## config.mk

```make
export PLATFORM = sky130hd
export DESIGN_NAME = lo_passthru_guarded
export DESIGN_NICKNAME = d
export VERILOG_FILES = /design/src/rtl/lo_passthru_guarded.sv
export SDC_FILE = /design/constraint.sdc
export NUM_CORES = 1
export LEC_CHECK = 0
export ABC_AREA = 1
export BUFFER_PORTS_ARGS = -buffer_cell sky130_fd_sc_hd__buf_4
export CAP_MARGIN = 20
export CORE_AREA = 2 2 39 41
export DETAILED_ROUTE_END_ITERATION = 16
export DIE_AREA = 0 0 41 43
export PLACE_DENSITY_LB_ADDON = 0.08
export RECOVER_POWER = 100
export SLEW_MARGIN = 15
export SYNTH_ARGS = -nofsm -noshare
export SYNTH_HDL_FRONTEND = slang
export SYNTH_SLANG_ARGS = --single-unit
```

## constraint.sdc

```tcl
create_clock -name i_clk -period 1.4 [get_ports i_clk]
set_input_delay 0 -clock i_clk [delete_from_list [all_inputs] [get_ports i_clk]]
set_output_delay 0 -clock i_clk [all_outputs]
set_load 0.01 [all_outputs]
```

## src/rtl/lo_passthru_guarded.sv

```systemverilog
// LF pass-through front end for reader-driven tags.
// The ARM field request (ssp_dout) keys the antenna drivers, and the LF comparator
// output (cross_lo) is deglitched before it goes back to the ARM on ssp_din.
// A field-on watchdog drops the drivers if the request is held high for too long.
module lo_passthru_guarded #(
  parameter int unsigned SYNC_STAGES = 2,
  parameter int unsigned FILT_LEN    = 4,
  parameter int unsigned FILT_W      = 3,
  parameter logic [3:0]  OE_MASK     = 4'b1011,
  parameter int unsigned WDOG_CYCLES = 0,
  parameter int unsigned WDOG_W      = 24
) (
  input  logic i_clk,
  input  logic i_rst_n,
  input  logic i_pck_divclk,
  input  logic i_ssp_dout,
  input  logic i_cross_lo,
  output logic o_pwr_lo,
  output logic o_pwr_hi,
  output logic o_pwr_oe1,
  output logic o_pwr_oe2,
  output logic o_pwr_oe3,
  output logic o_pwr_oe4,
  output logic o_adc_clk,
  output logic o_ssp_din,
  output logic o_dbg,
  output logic o_wdog_trip
);

  localparam logic [FILT_W-1:0] FILT_LAST   = FILT_W'(FILT_LEN - 1);
  localparam logic [WDOG_W-1:0] WDOG_LAST   = WDOG_W'(WDOG_CYCLES - 1);
  localparam bit                WDOG_ENABLE = (WDOG_CYCLES != 0);

  typedef enum logic [1:0] {
    ST_IDLE  = 2'd0,
    ST_DRIVE = 2'd1,
    ST_TRIP  = 2'd2
  } state_t;

  logic [SYNC_STAGES-1:0] r_doutSync;
  logic [SYNC_STAGES-1:0] r_loSync;
  logic                   w_doutS;
  logic                   w_loS;

  logic                   r_filt;
  logic [FILT_W-1:0]      r_filtCnt;

  state_t                 r_state;
  state_t                 w_stateNext;
  logic [WDOG_W-1:0]      r_wcnt;
  logic [WDOG_W-1:0]      w_wcntNext;
  logic                   r_driveEn;
  logic                   r_wdogTrip;

  assign w_doutS = r_doutSync[SYNC_STAGES-1];
  assign w_loS   = r_loSync[SYNC_STAGES-1];

  // Bring both asynchronous inputs into the clk domain through plain flop chains.
  always_ff @(posedge i_clk) begin
    if (!i_rst_n) begin
      r_doutSync <= '0;
      r_loSync   <= '0;
    end else begin
      r_doutSync <= {r_doutSync[SYNC_STAGES-2:0], i_ssp_dout};
      r_loSync   <= {r_loSync[SYNC_STAGES-2:0], i_cross_lo};
    end
  end

  // Deglitch: the filtered value only follows lo_s after FILT_LEN consecutive differing cycles.
  always_ff @(posedge i_clk) begin
    if (!i_rst_n) begin
      r_filt    <= 1'b0;
      r_filtCnt <= '0;
    end else if (w_loS == r_filt) begin
      r_filtCnt <= '0;
    end else if (r_filtCnt == FILT_LAST) begin
      r_filt    <= w_loS;
      r_filtCnt <= '0;
    end else begin
      r_filtCnt <= r_filtCnt + FILT_W'(1);
    end
  end

  // Next-state and watchdog count; a request drop beats a simultaneous watchdog expiry.
  always_comb begin
    w_stateNext = r_state;
    w_wcntNext  = r_wcnt;
    case (r_state)
      ST_IDLE: begin
        w_wcntNext = '0;
        if (w_doutS) begin
          w_stateNext = ST_DRIVE;
        end
      end
      ST_DRIVE: begin
        if (!w_doutS) begin
          w_stateNext = ST_IDLE;
        end else if (WDOG_ENABLE && (r_wcnt == WDOG_LAST)) begin
          w_stateNext = ST_TRIP;
        end else if (r_wcnt != '1) begin
          w_wcntNext = r_wcnt + WDOG_W'(1);
        end
      end
      ST_TRIP: begin
        if (!w_doutS) begin
          w_stateNext = ST_IDLE;
        end
      end
      default: begin
        w_stateNext = ST_IDLE;
        w_wcntNext  = '0;
      end
    endcase
  end

  // State register with drive_en and wdog_trip registered from the next state so they never glitch.
  always_ff @(posedge i_clk) begin
    if (!i_rst_n) begin
      r_state    <= ST_IDLE;
      r_wcnt     <= '0;
      r_driveEn  <= 1'b0;
      r_wdogTrip <= 1'b0;
    end else begin
      r_state    <= w_stateNext;
      r_wcnt     <= w_wcntNext;
      r_driveEn  <= (w_stateNext == ST_DRIVE);
      r_wdogTrip <= (w_stateNext == ST_TRIP);
    end
  end

  assign o_pwr_lo    = i_pck_divclk & r_driveEn;
  assign o_pwr_hi    = 1'b0;
  assign o_pwr_oe1   = r_driveEn & OE_MASK[0];
  assign o_pwr_oe2   = r_driveEn & OE_MASK[1];
  assign o_pwr_oe3   = r_driveEn & OE_MASK[2];
  assign o_pwr_oe4   = r_driveEn & OE_MASK[3];
  assign o_adc_clk   = 1'b0;
  assign o_ssp_din   = r_filt;
  assign o_dbg       = r_filt;
  assign o_wdog_trip = r_wdogTrip;

endmodule

```

### After elaboration in Yosys (flattened, before gate mapping)

Index checks and enable logic that the tools add are counted.

* bits in registers: 12
* bits of input ports: 5
* output and inout port bits: 10
* word-level logic and storage cells: 24

* equality and inequality tests: 6
* reductions and logical operators: 4
* add/subtract/negate cells: 1
* bitwise operators: 3
* mux-type cells: 3

Operators with widths (number)
* 2-bit by 1-bit == test with 1-bit output, second input constant: 2
* 2-bit == test, second input constant: 2
* 2-bit two-way mux: 2
* 2-bit case mux with 2 select lines: 1
* 3-bit by 1-bit adder with 3-bit output, second input constant: 1
* 3-bit by 2-bit == test with 1-bit output, second input constant: 1
* 3-bit OR reduction: 1
* 2-bit logical NOT: 1
* 1-bit NOT: 2
* 2-bit AND reduction: 1
* 2-bit OR reduction: 1
* 1-bit bitwise AND: 1
* 1-bit == test: 1

### Depth between registers and ports, before layout

* depth after elaboration: 4
* depth in mapped cells: 7
* mapped depth without buffers: 7

### Worst setup path before layout

No wires, ideal clock.

* path kind: register to register
* from: reg r_filtCnt[0]
* to: reg r_filtCnt[0]
* buffers on the path: 0
* required time: 1.335 ns
* arrival time: 0.958 ns
* period minus slack after synthesis: 1.022 ns
* stages on the path, launching flop included: 6
* path slack: 0.378 ns
* setup time: 0.065 ns
* cell sequence: dfxtp_1 ha_1 ha_1 nor2_2 nand3b_2 nor2_1

* word-level cells in the longest chain between the ends: 2
* elaborated cells between the ends (all ways): 3
* those cells by class: add/sub (1); eq/ne (1); reduce/logical (1)

Ends and longest elaborated chain
* start, declared: line 46 `logic [FILT_W-1:0] r_filtCnt;`
* start signal, assigned: line 80 `r_filtCnt <= r_filtCnt + FILT_W'(1);`
* branches (longest 2 deep; another with 3-bit by 1-bit adder with 3-bit output)

Several ways; the timed one is not identified.
A chain may end at the register's enable or synchronous reset.

### Final worst setup path

* from: in i_rst_n
* to: reg r_doutSync[0]

RTL lines
* start, declared: line 14 `input logic i_rst_n,`
* end signal, assigned: line 64 `r_doutSync <= {r_doutSync[SYNC_STAGES-2:0], i_ssp_dout};`
* end, declared: line 40 `logic [SYNC_STAGES-1:0] r_doutSync;`

No word-level cell between the ends.

==> qor.csv <==
metric;value;unit
highest-delay cell along the critical path;dlygate4sd3_1;
clock latency on the worst-skew pair;0.27;ns
synthesized area;515.5;um^2
VDD IR max;0.5591;mV
synthesized flop and latch total;12;
Clk network pwr share;0.398;
Startpoint Class;input port;
Hold Crit Class;in -> out;
gr ovfl total;0;
vias per inst;3.771;
clock root buffer;clkbuf_4;
fin crit period;1.163;ns
Required @ worst endpoint;1.57;ns
RSZ-0062 raised after global routing;no;
Buf+Inv Stages, Crit Path;4;
vias in the first global route;301;
hold path start;i_pck_divclk;
share of layout cells above drive strength 1;0.1375;
met2 WL post-DR;311;um
count of final setup violators;0;
first drt pass iteration count;2;
Sw Ratio;0.2150;
Worst setup EP type;flop;
Synth warnings;0;
antenna violations before repair;0;
Metal-1 WL;388;um
Worst path depth;5;
nets;90;
most frequent cells in the layout;inv_1, nand2_1, dfxtp_1;
Reg2Reg Launch Point;r_filtCnt[0];
fin area;633.1;um^2
Initial Utilization;0.3725;
RD Place Congestion;0.7209;
routed via count;362;
Critical Path Source;i_rst_n;
fin. max-slew vios;0;
r2r setup slk;0.26;ns
first-pass GRT wire length;1.166;mm
hpwl dp;546.5;um
Gate Count Post-Synth;64;
DRC errors left;0;
sequential fraction of design power;0.520;
crit path DAT;1.33;ns
mean routed wirelength per cell;7.917;um
Num CTS Buffers;3;
Reg-to-Reg End;r_filtCnt[1];
crit path kind;in -> reg;
Synth cell types;14;
internal power;0.0005358;W
Fin Hold WS;0.2926;ns
total core area;0.001384;mm^2
critical path peak fanout;6;
clk buf depth;2;
commonest non-fill, non-tap cell in the layout;inv_1;
outcome;finished, final reports clean;
Fin. Hold Viols;0;
Static Leak;0.3359;nW
CP top delay family;buffers and inverters;
Largest stage delay, worst path;0.55;ns
fin crit share;0.8304;
sequential fraction of the synthesis area;0.4660;
Post-Route WL;760;um
num ports;15;
initial drt markers;3;
chip height;43;um
Synth Area per Inst;8.055;um^2
row count;14;
Max Cap Viol;0;
largest net degree at the start of global routing;8;
P per Cell Area;1078;mW/mm^2
Inserted Diodes;0;
Max Used Layer;met4;
WHS Endpoint;o_pwr_lo;
share of total power in combinational logic;0.082;
Clock Sink Count;12;
Area Overhead vs Synth;22.82;%
Post-Place Cell Area;580.6;um^2
Sw Pwr;0.0001468;W
hold depth;4;
antenna-violating nets left;0;
Max Fclk;860.2;MHz
CTS tree;yes;
Chip Width;41;um
Total Routing Usage GR;0.1062;
sequence of cells on the critical path;dlygate4sd3_1, buf_4, nand2_1, dlygate4sd3_1, inv_1;
clock slew at reported path FFs;0.07;ns
H-tree levels;1;
final setup TNS;0;ns
Max Clock Skew;0.001197;ns
postcts setup bufs;0;
number of port buffers;11;
Register-to-Register Path Depth;5;
DIE AREA;0.001763;mm^2
Met3 Routed Length;48;um
most frequent CP cell;dlygate4sd3_1;
timing repair:
item / in CTS / in global routing
endpoints found under the hold margin: 4 / 0
endpoints found under the setup margin: 0 / 0
gates resized for setup: 0 / 0
hold buffers: 5 / 0
cells in the mapped netlist:
| library cell | count | area share |
|---|---|---|
| ha_1 | 4 | 0.097 |
| inv_1 | 14 | 0.10 |
| nor2_2 | 2 | 0.024 |
| nand2_1 | 13 | 0.095 |
| o21ai_0 | 1 | 0.0097 |
| buf_4 | 6 | 0.087 |
| a21oi_1 | 1 | 0.0097 |
| dfxtp_1 | 12 | 0.47 |
| inv_2 | 1 | 0.0073 |
| nand3b_2 | 1 | 0.022 |
| nor2_1 | 6 | 0.044 |
| conb_1 | 1 | 0.0073 |
| nand3_1 | 1 | 0.0097 |
| nor3_2 | 1 | 0.019 |
cells by family (layout without fill, tap and decap cells):
family | after synthesis | in the layout | share of synthesized area
AOI/OAI and AO/OA | 2 | 2 | 0.01940
buffers and inverters | 21 | 35 | 0.1966
adders and majority gates | 4 | 4 | 0.09709
other | 1 | 3 | 0.007275
and+or+nand+nor | 24 | 24 | 0.2136
DFF | 12 | 12 | 0.4660
stage by stage:
step / power, W / instances / setup WS (ns) / utilization
after global routing: 0.0007216 / 96 / 0.2030 / 0.4575
final: 0.0006826 / 96 / 0.2375 / 0.4575
after CTS: 0.0007033 / 96 / 0.2656 / 0.4819
after detailed placement: 0.0004136 / 87 / 0.2944 / 0.4195
after floorplan: 0.0004011 / 66 / 0.3778 / -
after global placement: 0.0004136 / 87 / 0.3184 / 0.4195
flip-flops by register name, indices dropped and copies added (netlist names):
register,cells
r_filtCnt,3
r_state,2
o_pwr_oe1,1
o_dbg,1
r_loSync,2
o_wdog_trip,1
r_doutSync,2
worst register-to-register path, stage by stage (launching register included):
cell      delay [ns]
dfxtp_1         0.32
ha_1            0.20
ha_1            0.21
nor2_1          0.15
nand3b_2        0.11
nor2_1          0.09
how the worst max path moves through the flow:
stage | slack (ns) | to
5_1_grt | 0.20 | o_wdog_trip
4_1_cts | 0.27 | r_doutSync[0]
3_5_place_dp | 0.29 | r_filtCnt[0]
6_report | 0.24 | r_doutSync[0]
2_1_floorplan | 0.38 | r_filtCnt[0]
3_3_place_gp | 0.32 | o_pwr_oe1
area by class of cell:
cell class | count | area (um^2)
clock buffer | 4 | 36.28
fill | 148 | 750.7
inverter | 15 | 56.30
multi-input combinational | 33 | 173.9
sequential | 12 | 240.2
tap | 16 | 20.02
timing repair buffer | 16 | 106.4
metal layers:
layer  track usage  vias up
li1              -      208
met1        0.1217      143
met2        0.1375        9
met3       0.03141        2
met4        0.1200        0
met5             0        -
power groups by stage:
stage	Sequential, W	Combinational (W)	Clock, W
6_report	0.000355	0.0000560	0.000272
2_1_floorplan	0.000363	0.0000378	0
5_1_grt	0.000356	0.0000632	0.000302
4_1_cts	0.000355	0.0000612	0.000287
3_5_place_dp	0.000363	0.0000503	0
3_3_place_gp	0.000363	0.0000505	0
Note: power is estimated with default switching activity, not from simulation.
